==> src/rtl/seven_segment_mux.sv <==
// Time-multiplexed seven-segment driver: shadow/active digit registers, per-slot
// anti-ghosting guard, optional hex glyphs, leading-zero blanking and polarity select.
module seven_segment_mux #(
  parameter int NUM_DIGITS     = 2,
  parameter int REFRESH_DIV    = 25000,
  parameter int BLANK_CYCLES   = 16,
  parameter bit SEG_ACTIVE_LOW = 1'b0,
  parameter bit HEX_MODE       = 1'b0
) (
  input  logic                      i_clk,
  input  logic                      i_rst_n,
  input  logic [4*NUM_DIGITS-1:0]   i_nums,
  input  logic                      i_load,
  input  logic                      i_blank_lz,
  output logic [6:0]                o_seg,
  output logic [NUM_DIGITS-1:0]     o_dig_en
);

  localparam int CW = $clog2(REFRESH_DIV);
  localparam int IW = (NUM_DIGITS > 1) ? $clog2(NUM_DIGITS) : 1;
  localparam int DW = 4 * NUM_DIGITS;

  localparam logic [CW-1:0]         CNT_LAST  = CW'(REFRESH_DIV - 1);
  localparam logic [IW-1:0]         IDX_LAST  = IW'(NUM_DIGITS - 1);
  localparam logic [CW:0]           GUARD_LEN = (CW + 1)'(BLANK_CYCLES);
  localparam logic [6:0]            SEG_POL   = {7{SEG_ACTIVE_LOW}};
  localparam logic [NUM_DIGITS-1:0] DIG_POL   = {NUM_DIGITS{SEG_ACTIVE_LOW}};

  logic [CW-1:0]         cnt_reg, cnt_next;
  logic [IW-1:0]         idx_reg, idx_next;
  logic [DW-1:0]         shadow_reg, shadow_next;
  logic [DW-1:0]         active_reg, active_next;
  logic [6:0]            seg_reg, seg_next;
  logic [NUM_DIGITS-1:0] dig_en_reg, dig_en_next;

  logic                  slot_end;
  logic                  guard;
  logic [3:0]            code_sel;
  logic [NUM_DIGITS-1:0] digit_zero;
  logic [NUM_DIGITS-1:0] lz_blank;
  logic                  zero_run;
  logic [6:0]            seg_ah;
  logic [NUM_DIGITS-1:0] dig_ah;

  function automatic logic [6:0] glyph(input logic [3:0] code);
    logic [6:0] g;
    g = 7'h00;
    case (code)
      4'd0:  g = 7'h7E;
      4'd1:  g = 7'h30;
      4'd2:  g = 7'h6D;
      4'd3:  g = 7'h79;
      4'd4:  g = 7'h33;
      4'd5:  g = 7'h5B;
      4'd6:  g = 7'h5F;
      4'd7:  g = 7'h70;
      4'd8:  g = 7'h7F;
      4'd9:  g = 7'h7B;
      4'd10: g = HEX_MODE ? 7'h77 : 7'h00;
      4'd11: g = HEX_MODE ? 7'h1F : 7'h00;
      4'd12: g = HEX_MODE ? 7'h4E : 7'h00;
      4'd13: g = HEX_MODE ? 7'h3D : 7'h00;
      4'd14: g = HEX_MODE ? 7'h4F : 7'h00;
      4'd15: g = HEX_MODE ? 7'h47 : 7'h00;
      default: g = 7'h00;
    endcase
    return g;
  endfunction

  assign slot_end = (cnt_reg == CNT_LAST);

  // A load in the boundary cycle reaches the active register directly via shadow_next.
  always_comb begin
    cnt_next    = slot_end ? '0 : cnt_reg + 1'b1;
    idx_next    = idx_reg;
    if (slot_end) begin
      idx_next = (idx_reg == IDX_LAST) ? '0 : idx_reg + 1'b1;
    end
    shadow_next = i_load ? i_nums : shadow_reg;
    active_next = slot_end ? shadow_next : active_reg;
  end

  generate
    for (genvar gi = 0; gi < NUM_DIGITS; gi++) begin : g_zero
      assign digit_zero[gi] = (active_next[4*gi +: 4] == 4'd0);
    end
  endgenerate

  // lz_blank[k]: digit k and every digit above it are zero; digit 0 is never blanked.
  always_comb begin
    lz_blank = '0;
    zero_run = 1'b1;
    for (int k = NUM_DIGITS - 1; k >= 1; k--) begin
      zero_run    = zero_run & digit_zero[k];
      lz_blank[k] = zero_run;
    end
  end

  assign code_sel = active_next[{idx_next, 2'b00} +: 4];

  // Outputs are computed from next-state values so enable and segments flip on the same edge.
  always_comb begin
    guard  = ({1'b0, cnt_next} < GUARD_LEN);
    seg_ah = 7'h00;
    dig_ah = '0;
    if (!guard) begin
      dig_ah[idx_next] = 1'b1;
      if (!(i_blank_lz && lz_blank[idx_next])) begin
        seg_ah = glyph(code_sel);
      end
    end
    seg_next    = seg_ah ^ SEG_POL;
    dig_en_next = dig_ah ^ DIG_POL;
  end

  always_ff @(posedge i_clk or negedge i_rst_n) begin
    if (!i_rst_n) begin
      cnt_reg    <= '0;
      idx_reg    <= '0;
      shadow_reg <= '0;
      active_reg <= '0;
      seg_reg    <= SEG_POL;
      dig_en_reg <= DIG_POL;
    end else begin
      cnt_reg    <= cnt_next;
      idx_reg    <= idx_next;
      shadow_reg <= shadow_next;
      active_reg <= active_next;
      seg_reg    <= seg_next;
      dig_en_reg <= dig_en_next;
    end
  end

  assign o_seg    = seg_reg;
  assign o_dig_en = dig_en_reg;

endmodule

==> config.mk <==
export PLATFORM = sky130hd
export DESIGN_NAME = seven_segment_mux
export DESIGN_NICKNAME = d
export VERILOG_FILES = /design/src/rtl/seven_segment_mux.sv
export SDC_FILE = /design/constraint.sdc
export NUM_CORES = 1
export LEC_CHECK = 0
export CORE_UTILIZATION = 30
export CTS_CLUSTER_SIZE = 25
export DETAILED_ROUTE_END_ITERATION = 7
export PLACE_DENSITY = 0.47
export SKIP_CTS_REPAIR_TIMING = 1
export SLEW_MARGIN = 25
export SYNTH_ARGS = -nofsm -noshare
export SYNTH_HDL_FRONTEND = slang
export SYNTH_SLANG_ARGS = --single-unit
==> constraint.sdc <==
create_clock -name i_clk -period 2.5 [get_ports i_clk]
set_clock_uncertainty 0.15 [all_clocks]
set_input_delay 0.625 -clock i_clk [delete_from_list [all_inputs] [get_ports i_clk]]
set_output_delay 0.625 -clock i_clk [all_outputs]
set_load 0.03 [all_outputs]
==> flow_summary.ini, run 1 <==
[clock_network]
clkLatencyLatePin_ns = 0.29
htreeDepth = 2
clk_pin_slew_ns = 0.08
clock_sinks = 41
cts_buffer_depth = 2
cts_tree = yes
clockRootBuffer = clkbuf_8
numCtsBuffers = 5

[global_route]
grt-ovfl-total = 0
grt_start_max_net_pins = 42
grt_usage = 0.130
antenna_found_initial = 0
grt_first_pass_wirelength_um = 7620
grt_pass1_vias = 1584

[sta]
rsz0062_at_grt = true
slew_viol_final = 0
setup_tns_ns = -0.652
fmax_ghz = 0.380
fin_crit_sh = 1.05
setup_ws_ns = -0.134
fin_hold_ws_ns = 0.235
finalSetupViolations = 7
relSlewSlack = 0.649
max_slew.worst_pin.slew_ns = 0.526
hold_viol = 0
fin_crit_ns = 2.63

[placed_design]
io_buffers = 20
gp_congestion = 0.724
place_inst = 330
pre_cts_ws_ns = -0.528
hpwl_um = 3290

[setup_path]
reg2reg_from = cnt_reg[12]$_DFF_PN0_
cp_data_required_time_ns = 2.56
regToRegSetupSlack_ns = -0.13
crit_path_end_kind = register
crit_fanout = 5
critPathArrivalTime_ns = 2.69
crit_slowest_cell = or4b_4
r2r-end = o_seg[5]$_DFF_PN0_
cp.depth = 7
crit_chain = or4b_4 > nor4_4 > buf_6 > mux2i_4 > ha_4 > nor2b_1 > nor3b_2
crit_end = o_seg[5]$_DFF_PN0_
cpLargestDelayFamily = simple AND/OR/NAND/NOR gates
path_class = reg2reg
worst-r2r-cell-count = 7
start_kind = register
crit_buf_inv = 1
critPathMaxStageDelay_ns = 0.55
cp-startpoint = cnt_reg[12]$_DFF_PN0_

[die]
rows = 30
initial_core_util = 0.318
core_area_um2 = 6940
die_area_um2 = 7700
dieWidth_um = 87.8
die_y_um = 87.8
ios = 21

[synthesis]
synth-main-ff-cell = dfrtp_1
ys_top_cells_by_area = dfrtp_1, mux2_2, mux4_2
synth_edf_count = 0
syn-cell-area_um2 = 2210
synth-seq-cells = 41
yosys.area.top_type_share = 0.465
syn_area_per_cell_um2 = 11.4
synth_area_leader_cell = dfrtp_1
yosysUniqueCellTypes = 45
synth_cells = 193
synthArstFlopShare = 1.00
ys_seq_area_frac = 0.465
syn-num-nets = 211
yosys_warnings = 0

[routing]
ant_nets = 0
wl_per_cell_um = 13.1
drc = 0
initialDrtViolationCount = 74
routed_via_density = 4.68
met3_length_um = 93
top_layer_used = met4
route.met2.wl_um = 2010
firstDrtPassIters = 4
vias = 1592
wirelength_um = 4440
wl_met1_um = 2280

[cells_and_area]
seqCellArea_um2 = 1030
n_fill_cell = 663
drive_above_1_share = 0.344
fin_cells = 340
area_growth_pct = 32.5
multi_input_area_um2 = 1160
largest_register_ffs = 15
diodes = 0
fin_nets = 261

[status]
status = finished, violations left
violations = setup timing

[pwr]
cellLeakagePower_nw = 1.27
peakVddDrop_mv = 0.231
power_density_nw_per_um2 = 430

[worst_hold_path]
hold_class = in2async

[job]
maxCapViolations = 0
## per-layer routing
layer,global-route usage,vias up
met5,0,-
met4,0.0492,0
met3,0.0198,5
met2,0.199,24
met1,0.184,766
li1,-,797
## where the power goes
part           internal, mW  switching, mW
registers             0.675        0.00689
logic                0.0482         0.0347
clock network         0.255          0.238
## how the worst min path moves through the flow
stage,to,cells past startpoint
floorplan,active_reg[0]$_DFF_PN0_,0
global placement,active_reg[0]$_DFF_PN0_,1
detailed placement,active_reg[0]$_DFF_PN0_,1
CTS,active_reg[3]$_DFF_PN0_,2
global route,cnt_reg[1]$_DFF_PN0_,2
finish,cnt_reg[8]$_DFF_PN0_,2
## final cells by class
cell class / instances / share of cell area
clock buffer: 7 / 0.0329
clock inverter: 1 / 0.00300
inverter: 8 / 0.0103
multi-input combinational: 134 / 0.397
sequential: 41 / 0.351
tap: 96 / 0.0411
timing repair buffer: 53 / 0.165
## synth_stat cells (4+ instances only)
library cell and n:
a21oi_1 8, nand2_1 6, xor2_1 8, mux2_2 21
nand3_1 8, clkbuf_1 4, xnor2_1 8, mux4_2 4
mux2i_1 4, o21ai_0 6, dfrtp_1 41, nor2_1 15
ha_1 6, and3_1 4, inv_1 8, nor3_1 4
## stage by stage
step                total power, mW  area (um2)   util
CTS                            1.28        2840  0.409
detailed placement            0.780        2740  0.394
finish                         1.26        2920  0.421
global placement              0.779        2740  0.394
floorplan                     0.730        2220      -
global route                   1.33        2920  0.421
## cells in the final DEF, fill, tap and decap left out, types with 3 or more instances in the layout
| cell | Yosys | routed |
|---|---|---|
| nor2_1 | 15 | 15 |
| inv_1 | 8 | 6 |
| dfrtp_1 | 41 | 41 |
| nand3_1 | 8 | 8 |
| buf_6 | 2 | 3 |
| a21oi_1 | 8 | 7 |
| o21ai_0 | 6 | 4 |
| mux2_2 | 21 | 21 |
| nor3_1 | 4 | 4 |
| xnor2_1 | 8 | 8 |
| clkbuf_8 | 0 | 7 |
| xor2_1 | 8 | 8 |
| mux4_2 | 4 | 4 |
| nand2_1 | 6 | 6 |
| and3_1 | 4 | 4 |
| buf_4 | 1 | 28 |
| clkdlybuf4s50_1 | 0 | 18 |
## cell families (layout without fill, tap and decap cells)
| kind of cell | after synthesis | in the layout | synth area share |
|---|---|---|---|
| compound gates | 26 | 26 | 0.0782 |
| mux | 29 | 29 | 0.166 |
| buf+inv | 18 | 69 | 0.0397 |
| fa+ha+maj | 6 | 6 | 0.0340 |
| xor+xnor | 16 | 16 | 0.0635 |
| flops | 41 | 41 | 0.465 |
| simple gates | 57 | 57 | 0.154 |
## worst reg2reg max path, stage by stage, from the launching register on
cell and delay [ns]:
dfrtp_1 0.39, or4b_4 0.55, nor4_4 0.30, buf_6 0.19
mux2i_4 0.38, ha_4 0.26, nor2b_1 0.14, nor3b_2 0.19
(Power assumes the default switching activity.)
==> run 2, diff against run 1 <==
--- a/config.mk
+++ b/config.mk
@@ -5,6 +5,7 @@
 export SDC_FILE = /design/constraint.sdc
 export NUM_CORES = 1
 export LEC_CHECK = 0
+export CORE_MARGIN = 8
 export CORE_UTILIZATION = 30
 export CTS_CLUSTER_SIZE = 25
 export DETAILED_ROUTE_END_ITERATION = 7
==> run 2 against run 1 <==
Compared with the run above: the run still ends with setup timing left; cell count is 2.6% higher; highest routed layer unchanged; critical endpoint is now o_seg[3]$_DFF_PN0_; critical path type unchanged; global-route usage is 3.1 points lower; count of clock-buffer cells in the layout is 2 lower; critical path depth is 2 higher.
==> flow_summary.ini, run 2 (synthesized netlist as in run 1, its figures left out) <==
[status]
status = finished, violations left
violations = setup timing

[sta]
fin_crit_ns = 2.64
fin_crit_sh = 1.06
rsz0062_at_grt = true
slew_viol_final = 0
max_slew.worst_pin.slew_ns = 0.434
fin_hold_ws_ns = 0.0861
hold_viol = 0
relSlewSlack = 0.709
finalSetupViolations = 7
fmax_ghz = 0.379
setup_ws_ns = -0.138
setup_tns_ns = -0.805

[routing]
wirelength_um = 4880
firstDrtPassIters = 4
routed_via_density = 4.78
vias = 1668
wl_per_cell_um = 14.0
ant_nets = 0
drc = 0
initialDrtViolationCount = 42

[setup_path]
crit_path_end_kind = register
cp_data_required_time_ns = 2.53
critPathArrivalTime_ns = 2.66
crit_slowest_cell = or4b_4
critPathMaxStageDelay_ns = 0.54
start_kind = register
path_class = reg2reg
crit_fanout = 7
crit_chain = or4b_4 > nor4_4 > buf_6 > mux2i_4 > buf_4 > ha_1 > nand2_1 > o21ai_1 > a21oi_1

[global_route]
grt_first_pass_wirelength_um = 7850
grt_pass1_vias = 1587
grt_usage = 0.0984
grt_start_max_net_pins = 17
antenna_found_initial = 0
grt-ovfl-total = 0

[clock_network]
numCtsBuffers = 5
clockRootBuffer = clkbuf_8
cts_tree = yes
clkLatencyLatePin_ns = 0.29
htreeDepth = 2
clk_pin_slew_ns = 0.08
cts_buffer_depth = 2
clock_sinks = 41

[die]
core_area_um2 = 7180
die_area_um2 = 10400
initial_core_util = 0.308
rows = 31
dieWidth_um = 102
ios = 21
die_y_um = 102

[cells_and_area]
drive_above_1_share = 0.356
most-common-layout-cells = dfrtp_1, buf_4, mux2_2
largest_register_ffs = 15
fin_area_um2 = 2970
n_fill_cell = 688
layout_commonest_cell = dfrtp_1
multi_input_area_um2 = 1160
seqCellArea_um2 = 1030
fin_nets = 268
area_growth_pct = 34.6
diodes = 0

[pwr]
peakVddDrop_mv = 0.167
power_mw = 1.29
power_density_nw_per_um2 = 435
cellLeakagePower_nw = 1.30

[placed_design]
dpl-instance-area_um2 = 2760
pre_cts_ws_ns = -0.508
gp_congestion = 0.753
io_buffers = 20
hpwl_um = 3660

[worst_hold_path]
hold_class = in2async

[job]
maxCapViolations = 0
-- run 2: cell count changes in the layout (fill, tap and decap cells not counted), sizes merged --
| cell | change |
|---|---|
| buf | +7 |
| clkbuf | -2 |
| bufinv | +1 |
| clkinv | +1 |
| inv | -1 |
-- run 2: routing by layer --
metal  GRT usage  wire length (um)  up-vias
met5           0                 0        -
met4      0.0378                75        0
met3      0.0296               224        5
met2       0.154              2220       29
met1       0.123              2370      828
li1            -                 -      806
-- run 2: worst paths after layout --
path / slack (ns) / endpoint / depth (start not counted) / start
setup / recovery: -0.14 / o_seg[3]$_DFF_PN0_ / 9 / cnt_reg[12]$_DFF_PN0_
hold / removal: 0.09 / cnt_reg[7]$_DFF_PN0_ / 1 / i_rst_n
setup reg to reg: -0.14 / o_seg[3]$_DFF_PN0_ / 9 / cnt_reg[12]$_DFF_PN0_
hold reg to reg: 0.36 / active_reg[0]$_DFF_PN0_ / 1 / active_reg[0]$_DFF_PN0_
max in group asynchronous: 1.56 / cnt_reg[4]$_DFF_PN0_ / 2 / i_rst_n
min in group i_clk: 0.36 / active_reg[0]$_DFF_PN0_ / 1 / active_reg[0]$_DFF_PN0_
-- run 2: worst max-delay path, delay by kind of cell, from the launching register on --
family | cells | cell delay [ns]
compound gates | 2 | 0.16
fa+ha+maj | 1 | 0.14
buf+inv | 2 | 0.37
flops | 1 | 0.40
mux | 1 | 0.36
simple gates | 3 | 0.93
-- run 2: through the flow --
| step | instances | util |
|---|---|---|
| 2_1_floorplan | 193 | - |
| 3_3_place_gp | 337 | 0.384 |
| 3_5_place_dp | 337 | 0.384 |
| 4_1_cts | 344 | 0.399 |
| 5_1_grt | 349 | 0.414 |
| 6_report | 349 | 0.414 |
-- run 2: layout make-up --
cell class | instances | area share
Timing Repair Buffer | 60 | 0.178
Clock inverter | 2 | 0.0118
Inverter | 8 | 0.0101
Multi-Input combinational cell | 134 | 0.390
Sequential cell | 41 | 0.345
Tap cell | 99 | 0.0417
Clock buffer | 5 | 0.0232
-- run 2: where the power goes --
| group | switching [mW] | total, mW | internal [mW] |
|---|---|---|---|
| logic | 0.0369 | 0.0884 | 0.0516 |
| registers | 0.00678 | 0.682 | 0.675 |
| clock network | 0.232 | 0.523 | 0.290 |
